**src/rtl/comp_cal_pkg.sv**
```systemverilog
// comp_cal_pkg: shared types and width helpers for the comparator offset-calibration block.
//
// Contents:
//   cal_state_e  - calibration controller states
//   cal_dir_e    - direction of the last trim step (none / up / down)
//   trim_width() - width of the signed trim code for a given number of unit caps per side
//   cnt_width()  - width of a counter that must hold the value n without wrapping
package comp_cal_pkg;

    typedef enum logic [2:0] {
        StIdle,
        StSettle,
        StSample,
        StDecide,
        StFinish
    } cal_state_e;

    typedef enum logic [1:0] {
        DirNone,
        DirUp,
        DirDown
    } cal_dir_e;

    // Signed code spanning -cal_bits..+cal_bits.
    function automatic int unsigned trim_width(input int unsigned cal_bits);
        return unsigned'($clog2(cal_bits + 1)) + 1;
    endfunction

    function automatic int unsigned cnt_width(input int unsigned n);
        return unsigned'($clog2(n + 1));
    endfunction

endpackage

```
**src/rtl/comp_cal_therm.sv**
```systemverilog
// comp_cal_therm: signed trim code to thermometer trim-capacitor decode.
//
// A positive code switches in that many unit caps on the P side, a negative code the same
// number on the N side; zero leaves both sides empty. Purely combinational; the parent
// registers the outputs.
//
// Ports:
//   trim  in   signed trim code, -CAL_BITS..+CAL_BITS
//   calp  out  thermometer bits, P side (low |trim| bits set when trim > 0)
//   caln  out  thermometer bits, N side (low |trim| bits set when trim < 0)
module comp_cal_therm
    import comp_cal_pkg::*;
#(
    parameter int unsigned CAL_BITS = 4
) (
    input  logic signed [trim_width(CAL_BITS)-1:0] trim,
    output logic        [CAL_BITS-1:0]             calp,
    output logic        [CAL_BITS-1:0]             caln
);

    localparam int unsigned TW = trim_width(CAL_BITS);

    logic          neg;
    logic [TW-1:0] mag;

    always_comb begin
        neg  = trim[TW-1];
        mag  = neg ? -trim : trim;
        calp = '0;
        caln = '0;
        for (int i = 0; i < int'(CAL_BITS); i++) begin
            calp[i] = !neg && (i < int'(mag));
            caln[i] = neg && (i < int'(mag));
        end
    end

endmodule

```
**src/rtl/comp_offset_cal.sv**
```systemverilog
// comp_offset_cal: foreground offset-calibration controller for the SAR ADC dynamic comparator.
//
// With the comparator inputs shorted, the block searches a signed trim code one unit per
// step. Each step settles for SETTLE_CYC cycles, collects NSAMP valid decisions, and moves
// the code towards the point where the comparator splits its decisions evenly. It stops on
// an even split, on a change of search direction, at the +/-CAL_BITS limit (SAT), or when
// NSAMP invalid decisions (OUTP == OUTN) accumulate within one step (ERR).
//
// Optional feature: define COMP_CAL_OVERRIDE_EN to add the man_en/man_trim manual trim
// override. Without it the trim code changes only through calibration.
//
// Ports:
//   clk          in   block clock, rising edge
//   rst          in   asynchronous active-high reset
//   start        in   one-cycle calibration request, honoured only in idle
//   cmp_rdy      in   comparator decision valid this cycle
//   outp, outn   in   comparator outputs
//   man_en       in   (COMP_CAL_OVERRIDE_EN) load man_trim while idle
//   man_trim     in   (COMP_CAL_OVERRIDE_EN) signed manual trim, clamped to +/-CAL_BITS
//   cal_cmp_req  out  requesting comparator strobes (sampling phase only)
//   calp, caln   out  registered thermometer trim bits, P and N side
//   trim         out  signed current trim code
//   busy         out  calibration in progress
//   done         out  one-cycle end-of-calibration pulse
//   sat          out  sticky: search hit the trim limit
//   err          out  sticky: aborted on invalid decisions
module comp_offset_cal
    import comp_cal_pkg::*;
#(
    parameter int unsigned CAL_BITS   = 4,
    parameter int unsigned NSAMP      = 16,
    parameter int unsigned SETTLE_CYC = 4
) (
    input  logic                                   clk,
    input  logic                                   rst,
    input  logic                                   start,
    input  logic                                   cmp_rdy,
    input  logic                                   outp,
    input  logic                                   outn,
`ifdef COMP_CAL_OVERRIDE_EN
    input  logic                                   man_en,
    input  logic signed [trim_width(CAL_BITS)-1:0] man_trim,
`endif
    output logic                                   cal_cmp_req,
    output logic        [CAL_BITS-1:0]             calp,
    output logic        [CAL_BITS-1:0]             caln,
    output logic signed [trim_width(CAL_BITS)-1:0] trim,
    output logic                                   busy,
    output logic                                   done,
    output logic                                   sat,
    output logic                                   err
);

    localparam int unsigned TW = trim_width(CAL_BITS);
    localparam int unsigned CW = cnt_width(NSAMP);
    localparam int unsigned SW = cnt_width(SETTLE_CYC);

    localparam logic signed [TW-1:0] TrimMax    = TW'(CAL_BITS);
    localparam logic signed [TW-1:0] TrimMin    = -TrimMax;
    localparam logic signed [TW-1:0] TrimOne    = TW'(1);
    localparam logic        [CW-1:0] Half       = CW'(NSAMP / 2);
    localparam logic        [CW-1:0] LastCnt    = CW'(NSAMP - 1);
    localparam logic        [SW-1:0] SettleLast = SW'(SETTLE_CYC - 1);

    cal_state_e state_q;
    cal_dir_e   prev_dir_q;
    cal_dir_e   dir_now;

    logic [CW-1:0] valid_q;
    logic [CW-1:0] ones_q;
    logic [CW-1:0] inv_q;
    logic [SW-1:0] settle_q;

    logic signed [TW-1:0]       trim_q;
    logic signed [TW-1:0]       trim_d;
    logic        [CAL_BITS-1:0] calp_q;
    logic        [CAL_BITS-1:0] caln_q;
    logic        [CAL_BITS-1:0] calp_d;
    logic        [CAL_BITS-1:0] caln_d;

    logic req_q;
    logic busy_q;
    logic done_q;
    logic sat_q;
    logic err_q;

    logic man_hold;
    logic start_ok;
    logic dec_valid;
    logic inv_abort;
    logic reversal;
    logic at_limit;
    logic step_ok;
    logic sat_hit;

`ifdef COMP_CAL_OVERRIDE_EN
    // Manual override only while idle; it also masks start.
    assign man_hold = (state_q == StIdle) && man_en;
`else
    assign man_hold = 1'b0;
`endif

    assign start_ok  = (state_q == StIdle) && start && !man_hold;
    assign dec_valid = outp ^ outn;
    assign inv_abort = (state_q == StSample) && cmp_rdy && !dec_valid && (inv_q == LastCnt);

    // Step decision from the finished sampling window; only consumed in StDecide.
    always_comb begin
        dir_now = DirNone;
        if (ones_q > Half) begin
            dir_now = DirDown;
        end else if (ones_q < Half) begin
            dir_now = DirUp;
        end
    end

    // A direction change means the zero crossing lies between the last two codes; keep the
    // code that was measured last rather than stepping back.
    assign reversal = (dir_now != DirNone) && (prev_dir_q != DirNone) && (dir_now != prev_dir_q);
    assign at_limit = ((dir_now == DirUp) && (trim_q == TrimMax)) ||
                      ((dir_now == DirDown) && (trim_q == TrimMin));
    assign step_ok  = (dir_now != DirNone) && !reversal && !at_limit;
    assign sat_hit  = (dir_now != DirNone) && !reversal && at_limit;

    // Next trim code, computed combinationally so the thermometer bits can be registered on
    // the same edge as the code itself.
    always_comb begin
        trim_d = trim_q;
        if (start_ok || inv_abort) begin
            trim_d = '0;
        end else if ((state_q == StDecide) && step_ok) begin
            trim_d = (dir_now == DirUp) ? trim_q + TrimOne : trim_q - TrimOne;
        end
`ifdef COMP_CAL_OVERRIDE_EN
        else if (man_hold) begin
            if (man_trim > TrimMax) begin
                trim_d = TrimMax;
            end else if (man_trim < TrimMin) begin
                trim_d = TrimMin;
            end else begin
                trim_d = man_trim;
            end
        end
`endif
    end

    comp_cal_therm #(
        .CAL_BITS (CAL_BITS)
    ) u_therm (
        .trim (trim_d),
        .calp (calp_d),
        .caln (caln_d)
    );

    always_ff @(posedge clk or posedge rst) begin
        if (rst) begin
            state_q    <= StIdle;
            prev_dir_q <= DirNone;
            valid_q    <= '0;
            ones_q     <= '0;
            inv_q      <= '0;
            settle_q   <= '0;
            trim_q     <= '0;
            calp_q     <= '0;
            caln_q     <= '0;
            req_q      <= 1'b0;
            busy_q     <= 1'b0;
            done_q     <= 1'b0;
            sat_q      <= 1'b0;
            err_q      <= 1'b0;
        end else begin
            trim_q <= trim_d;
            calp_q <= calp_d;
            caln_q <= caln_d;
            done_q <= 1'b0;

            unique case (state_q)
                StIdle: begin
                    if (start_ok) begin
                        sat_q      <= 1'b0;
                        err_q      <= 1'b0;
                        valid_q    <= '0;
                        ones_q     <= '0;
                        inv_q      <= '0;
                        settle_q   <= '0;
                        prev_dir_q <= DirNone;
                        busy_q     <= 1'b1;
                        state_q    <= StSettle;
                    end
                end

                StSettle: begin
                    if (settle_q == SettleLast) begin
                        settle_q <= '0;
                        req_q    <= 1'b1;
                        state_q  <= StSample;
                    end else begin
                        settle_q <= settle_q + 1'b1;
                    end
                end

                StSample: begin
                    if (cmp_rdy) begin
                        if (dec_valid) begin
                            valid_q <= valid_q + 1'b1;
                            ones_q  <= ones_q + CW'(outp);
                            if (valid_q == LastCnt) begin
                                req_q   <= 1'b0;
                                state_q <= StDecide;
                            end
                        end else begin
                            inv_q <= inv_q + 1'b1;
                            if (inv_abort) begin
                                err_q   <= 1'b1;
                                req_q   <= 1'b0;
                                busy_q  <= 1'b0;
                                done_q  <= 1'b1;
                                state_q <= StFinish;
                            end
                        end
                    end
                end

                StDecide: begin
                    if (step_ok) begin
                        prev_dir_q <= dir_now;
                        valid_q    <= '0;
                        ones_q     <= '0;
                        inv_q      <= '0;
                        state_q    <= StSettle;
                    end else begin
                        if (sat_hit) begin
                            sat_q <= 1'b1;
                        end
                        busy_q  <= 1'b0;
                        done_q  <= 1'b1;
                        state_q <= StFinish;
                    end
                end

                StFinish: begin
                    state_q <= StIdle;
                end

                default: begin
                    state_q <= StIdle;
                end
            endcase
        end
    end

    assign cal_cmp_req = req_q;
    assign calp        = calp_q;
    assign caln        = caln_q;
    assign trim        = trim_q;
    assign busy        = busy_q;
    assign done        = done_q;
    assign sat         = sat_q;
    assign err         = err_q;

endmodule

```
**config.mk**
```make
export PLATFORM = sky130hd
export DESIGN_NAME = comp_offset_cal
export DESIGN_NICKNAME = d
export VERILOG_FILES = /design/src/rtl/comp_cal_pkg.sv /design/src/rtl/comp_cal_therm.sv /design/src/rtl/comp_offset_cal.sv
export SDC_FILE = /design/constraint.sdc
export NUM_CORES = 1
export LEC_CHECK = 0
export CAP_MARGIN = 20
export CORE_MARGIN = 8
export CORE_UTILIZATION = 45
export DETAILED_ROUTE_END_ITERATION = 7
export PLACE_DENSITY_LB_ADDON = 0.12
export SYNTH_ARGS = -nofsm -noshare
export SYNTH_HDL_FRONTEND = slang
export SYNTH_SLANG_ARGS = --single-unit
```
**constraint.sdc**
```tcl
create_clock -name clk -period 3 [get_ports clk]
set_input_delay 0.6 -clock clk [delete_from_list [all_inputs] [get_ports clk]]
set_output_delay 0.6 -clock clk [all_outputs]
set_load 0.05 [all_outputs]
```
# After elaboration in Yosys (flattened, before gate mapping)

Index checks and enable logic that the tools add are counted.

Memories kept: 0
RAM bits: 0
Output and inout port bits: 17
Latch bits: 0
Memory bits (read-only): 0
Register bits after elaboration: 40

Multiplexer cells: 55
Bitwise operators: 1
Eq/ne operators: 22
Add/sub/neg operators: 7
Reduce and logical (&&, ||, !) cells: 43
Multiply operators: 0
Shift operators: 0
Div/mod/pow operators: 0
Order comparisons: 6

Operators by type and width:

| kind                                                        | count |
|---|---|
| one-hot mux 5 bit (3 select lines)                          | 3 |
| two-way mux 5 bit                                           | 8 |
| two-way mux 3 bit                                           | 9 |
| AND reduction 5 bit                                         | 5 |
| logical AND 1 bit                                           | 20 |
| two-way mux 1 bit                                           | 20 |
| inequality test 2 bit (second input constant)               | 9 |
| two-way mux 4 bit                                           | 4 |
| one-hot mux 3 bit (4 select lines)                          | 1 |
| nonzero test 2 bit                                          | 6 |
| adder 5 x 1 -> 5 bit (second input constant)                | 2 |
| == test 5 x 4 -> 1 bit (second input constant)              | 2 |
| == test 3 x 2 -> 1 bit (second input constant)              | 3 |
| less-than comparator 1 x 4 -> 1 bit (first input constant)  | 2 |
| less-than comparator 2 x 4 -> 1 bit (first input constant)  | 2 |
| one-hot mux 1 bit (2 select lines)                          | 4 |
| two-way mux 2 bit                                           | 3 |
| one-hot mux 3 bit (2 select lines)                          | 1 |
| AND reduction 6 bit                                         | 1 |
| adder 5 x 1 -> 5 bit                                        | 1 |
| > comparator 5 x 4 -> 1 bit (second input constant)         | 1 |
| less-than comparator 5 x 4 -> 1 bit (second input constant) | 1 |
| adder 4 x 2 -> 4 bit (second input constant)                | 1 |
| == test 4 x 3 -> 1 bit (second input constant)              | 1 |
| other kinds (20)                                            | 24 |

# Longest topological paths before layout

Depth in word-level cells: 16
Mapped depth: 11
Depth with buffers taken out: 11

# Modules after synthesis

From an unflattened synthesis, not the netlist that was laid out.

Cell total of the unflattened synthesis: 236
Area total of the unflattened synthesis: 2294.7 sq um

Modules (own cells, without submodules):

| module          | area an instance (sq um) | cells each | times used | sequential area each (sq um) |
|---|---|---|---|---|
| comp_offset_cal | 2175.8                   | 218        | 1          | 1001.0 |
| comp_cal_therm  | 118.9                    | 18         | 1          | 0.0 |

# Worst setup path after synthesis

OpenSTA, ideal clock, no wires.

Path kind: register -> register
From: reg trim_q[0], in the netlist trim[0]
To: reg caln_q[2], in the netlist caln[2]
Data arrival time: 2.386 ns
Path buffers: 0
Slack: 0.475 ns
Stages on the path, launching flop included: 11
Cell sequence: dfrtp_1 nor2_1 o2111ai_4 nand3_4 mux2_2 nand2_1 ha_1 nand3_1 a31oi_1 o32a_1 a31oi_1

Longest elaborated chain between the ends: 12
Elaborated cells between the ends (all ways): 17
Those cells by class: add/sub (3); order compare (1); eq/ne (2); mux (4); reduce/logical (7)

Ends and longest elaborated chain:

| what                                                              | RTL line               | source |
|---|---|---|
| start, declared                                                   | comp_offset_cal.sv:74  | `logic signed [TW-1:0] trim_q;` |
| start signal, assigned                                            | comp_offset_cal.sv:172 | `trim_q <= trim_d;` |
| branches (longest 6 deep; another with subtractor 4 x 2 -> 4 bit) | --                     |  |
| two-way mux 4 bit (*)                                             | comp_offset_cal.sv:131 | `end else if ((state_q == StDecide) && step_ok) begin` |
| two-way mux 4 bit (*)                                             | comp_offset_cal.sv:129 | `if (start_ok \|\| inv_abort) begin` |
| negator 4 bit                                                     | comp_cal_therm.sv:28   | `mag = neg ? -trim : trim;` |
| two-way mux 4 bit                                                 | comp_cal_therm.sv:28   |  |
| less-than comparator 2 x 4 -> 1 bit                               | comp_cal_therm.sv:33   | `caln[i] = neg && (i < int'(mag));` |
| logical AND 1 bit (*)                                             | comp_cal_therm.sv:33   |  |
| via caln_d[2]                                                     | comp_offset_cal.sv:79  | `logic [CAL_BITS-1:0] caln_d;` |
| end signal, assigned                                              | comp_offset_cal.sv:174 | `caln_q <= caln_d;` |
| end, declared                                                     | comp_offset_cal.sv:77  | `logic [CAL_BITS-1:0] caln_q;` |

Mark *: on every way through the listed nets, which the timed path passes.
A chain may end at the register's enable or synchronous reset.

# Worst setup path in the final report

From: reg ones_q[0]
To: reg caln_q[1], in the netlist caln[1]

Longest elaborated chain between the ends: 16
Elaborated cells between the ends (all ways): 25
Those cells by class: add/sub (1); order compare (3); eq/ne (3); mux (6); reduce/logical (12)

Ends and longest elaborated chain:

| what                                | RTL line                                       | source |
|---|---|---|
| start, declared                     | comp_offset_cal.sv:70                          | `logic [CW-1:0] ones_q;` |
| start signal, assigned              | comp_offset_cal.sv:206                         | `ones_q <= ones_q + CW'(outp);` |
| less-than comparator 5 x 4 -> 1 bit | comp_offset_cal.sv:112                         | `end else if (ones_q < Half) begin` |
| two-way mux 1 bit                   | comp_offset_cal.sv:112                         |  |
| two-way mux 2 bit (*)               | comp_offset_cal.sv:110                         | `if (ones_q > Half) begin` |
| nonzero test 2 bit                  | comp_offset_cal.sv:119, comp_offset_cal.sv:122 |  |
| logical AND 1 bit (2 in series)     | comp_offset_cal.sv:119                         | `assign reversal = (dir_now != DirNone) && (prev_dir_q != DirNone) && (dir_now != prev_dir_q);` |
| zero test 1 bit                     | comp_offset_cal.sv:122                         | `assign step_ok = (dir_now != DirNone) && !reversal && !at_limit;` |
| logical AND 1 bit (2 in series)     | comp_offset_cal.sv:122                         |  |
| logical AND 1 bit                   | comp_offset_cal.sv:131                         |  |
| two-way mux 4 bit (*)               | comp_offset_cal.sv:131                         |  |
| two-way mux 4 bit (*)               | comp_offset_cal.sv:129                         |  |
| negator 4 bit                       | comp_cal_therm.sv:28                           |  |
| two-way mux 4 bit                   | comp_cal_therm.sv:28                           |  |
| less-than comparator 1 x 4 -> 1 bit | comp_cal_therm.sv:33                           |  |
| logical AND 1 bit (*)               | comp_cal_therm.sv:33                           |  |
| via caln_d[1]                       | comp_offset_cal.sv:79                          |  |

The timed path passes the listed nets; every way through them passes the cells marked *.

==> results.py <==
metrics = {
    "synth": {
        "syn_nets": 233,
        "async_flop_share_pct": 100.0,
        "ys_types": 51,
        "syn_area_um2": 2175,
        "synth_seq_area_share_pct": 46.03,
        "synth_edf_count": 0,
        "synth_cells": 215,
        "ys.flop_type": "dfrtp_1",
        "ys_ff_latch": 40,
        "yosys_warnings": 0,
        "avgSynthCellArea_um2": 10.11,
    },
    "clock_tree": {
        "ctsResizeCount": 0,
        "clockRootBuffer": "clkbuf_8",
        "clock_latency_ps": 290,
        "htreeDepth": 2,
        "cts.sinks": 40,
        "cts-buffers-inserted": 5,
        "clk_pin_slew_ps": 90,
        "clock_path_buffers": 2,
        "cts_tree": "yes",
        "ctsHoldBuffers": 0,
        "post_cts_buffers": 0,
    },
    "setup_path": {
        "cpMostUsedCell": "a31oi_1",
        "timing.rr.start": "ones_q[0]",
        "critPathTopFamily": "simple AND/OR/NAND/NOR gates",
        "cpMaxStageDelayCell": "or3_1",
        "max_stage_delay_ps": 440,
        "rrSetupSlack_ps": 290,
        "critical_path_class": "register to register",
        "path_cells": "or3_1 -> a2bb2oi_4 -> nand3_4 -> mux2_2 -> nand2_1 -> ha_1 -> nand3_1 -> a31oi_1 -> o32a_1 -> a31oi_1",
        "end_kind": "register",
        "r2r-end": "caln[1]",
        "crit_start": "ones_q[0]",
        "path_buf_inv": 0,
        "crit_required_ps": 3160,
        "cp.arrival_ps": 2870,
        "rr_worst_depth": 10,
        "start_kind": "register",
        "crit_fanout": 10,
    },
    "grt": {
        "grt_remaining_overflow": 0,
        "grt.total_usage_pct": 14.07,
        "grt_pass1_vias": 1673,
        "grt_max_degree": 41,
        "grt_pass1_wl_um": 8328,
        "antenna_found_initial": 0,
    },
    "timing": {
        "setup_tns_ps": 0,
        "setup_viol": 0,
        "fmax_mhz": 369.0,
        "relSlewSlack_pct": 65.65,
        "finalCritPeriodShare_pct": 90.32,
        "fin_crit_ps": 2710,
        "finalHoldViolations": 0,
        "tightest_slew_ps": 515.3,
        "rsz0062_at_grt": "false",
        "drv_slew": 0,
        "worst_slack_ps": 290.3,
        "fin_skew_ps": 6.314,
    },
    "floorplan": {
        "ios": 23,
        "fp.dieW_um": 85.52,
        "dieArea_um2": 7313,
        "core_area_um2": 4692,
        "rows": 25,
        "die_y_um": 85.52,
        "start_util_pct": 46.35,
    },
    "placed_design": {
        "post-dp-hpwl_um": 3497,
        "place_ws_ps": 158.4,
        "gp_congestion": 0.8965,
        "port-buffer-count": 22,
    },
    "layout": {
        "final_nets": 264,
        "area_delta_synth_final_pct": 19.28,
        "antenna_cells": 0,
        "layout.area.seq_um2": 1001,
        "layout-drive-gt1-share_pct": 11.74,
        "multi_input_area_um2": 1107,
        "fillers": 419,
    },
    "job": {
        "maxCapViolCount": 0,
    },
    "route": {
        "ant_nets": 0,
        "routed_wl_um": 4836,
        "vias_per_cell": 5.734,
        "wl_per_cell_um": 16.07,
        "dr.pass1.iters": 4,
        "dr_total_vias": 1726,
        "drt_iter0_drc": 66,
        "drc_errors": 0,
    },
    "hold_path": {
        "hold_start": "valid_q[4]",
        "hold_end": "valid_q[4]",
        "hold_depth": 2,
        "hold_class": "register to register",
    },
    "power_and_ir_drop": {
        "worst_ir_drop_vdd_uv": 381.8,
        "power.density_nw_per_um2": 793.7,
        "leakage_nw": 1.195,
    },
    "outcome": {
        "status": "finished clean",
    },
}
## kinds of logic (layout without fill, tap and decap cells)
group / count (synthesis) / count (layout) / share of synthesized area [%]
simple gates: 78 / 78 / 18.99
compound gates: 62 / 62 / 20.66
flops: 40 / 40 / 46.03
buf+inv: 14 / 46 / 3.049
fa+ha+maj: 12 / 12 / 7.250
xor+xnor: 5 / 5 / 2.014
mux: 4 / 4 / 2.014
## where the power goes
group          switching, mW  total, mW  internal (mW)
clock                  0.203      0.449          0.246
sequential            0.0859      0.714          0.628
combinational          0.567      0.896          0.329
## worst register-to-register path, cell delays in order, from the launching register on
cell and delay [ps]:
dfrtp_1 430, or3_1 450, a2bb2oi_4 210, nand3_4 160, mux2_2 350, nand2_1 140
ha_1 200, nand3_1 100, a31oi_1 160, o32a_1 260, a31oi_1 120
## cell usage in the layout (no fill, tap or decap), types with 6 or more instances in the layout
cell	count
dfrtp_1	40
nand2_1	23
inv_1	8
nand3_1	13
clkdlybuf4s50_1	22
a21oi_1	14
nand2b_1	6
o21ai_0	15
buf_4	7
ha_1	11
nor2_1	8
## stage by stage
stage / std cells / utilization (%) / total power, mW / area, um2 / hold WS, ps
after floorplan: 215 / - / 1.349 / 2175 / 443.9
after global placement: 293 / 52.91 / 1.615 / 2482 / 460.7
after detailed placement: 293 / 52.91 / 1.621 / 2482 / 467.1
after CTS: 301 / 55.28 / 2.068 / 2594 / 485.7
after global routing: 301 / 55.28 / 2.189 / 2594 / 513.9
final: 301 / 55.28 / 2.059 / 2594 / 484.4
## sequential cells by signal, summed over array words and instances, names as in the netlist, 2 cells and up
register and count:
inv_q 5, caln 4, valid_q 5, settle_q 3
trim 4, state_q 3, calp 4, prev_dir_q 2
ones_q 5
## area by class of cell
type                    count  area share [%]
repair buffers             29           10.52
clock inverters             3           1.640
well taps                  54           2.605
flip-flops and latches     40           38.59
multi-input cells         161           42.69
inverters                   9           1.302
clock buffers               5           2.653
## how the worst max path moves through the flow
stage	depth (start not counted)	to	slack [ps]
6_report	10	caln[1]	290
5_1_grt	10	caln[1]	140
4_1_cts	10	caln[1]	330
3_5_place_dp	10	caln[1]	160
3_3_place_gp	10	caln[2]	230
2_1_floorplan	10	caln[2]	470
## cells in the mapped netlist (all sizes together), types with 2 or more instances
cell type	count	area share [%]
a21oi	14	3.2
and2	4	1.2
o21bai	2	0.69
nand3	14	3.8
ha	11	6.3
inv	9	1.6
o31ai	5	1.7
or3	3	1.1
nand4	3	0.86
a22o	5	2.0
o21ai	16	3.9
nor2b	4	1.2
nand2b	6	1.7
nand2	24	4.3
buf	4	1.3
mux2	3	1.6
nor2	9	1.7
xor2	4	1.6
and3	5	1.4
or2	2	0.58
o2111ai	2	1.6
dfrtp	40	46
a31oi	5	1.4
o41ai	3	1.2
nor3	3	0.92
## metal layers
metal	track usage, %	share of wire, %	routed length (um)	vias up
met2	20.52	44	2110	32
met5	0	0	0	-
met4	3.185	0.79	38	0
li1	-	-	-	844
met3	3.629	4.5	216	4
met1	20.15	51	2470	846
Note: power is estimated with default switching activity, not from simulation.
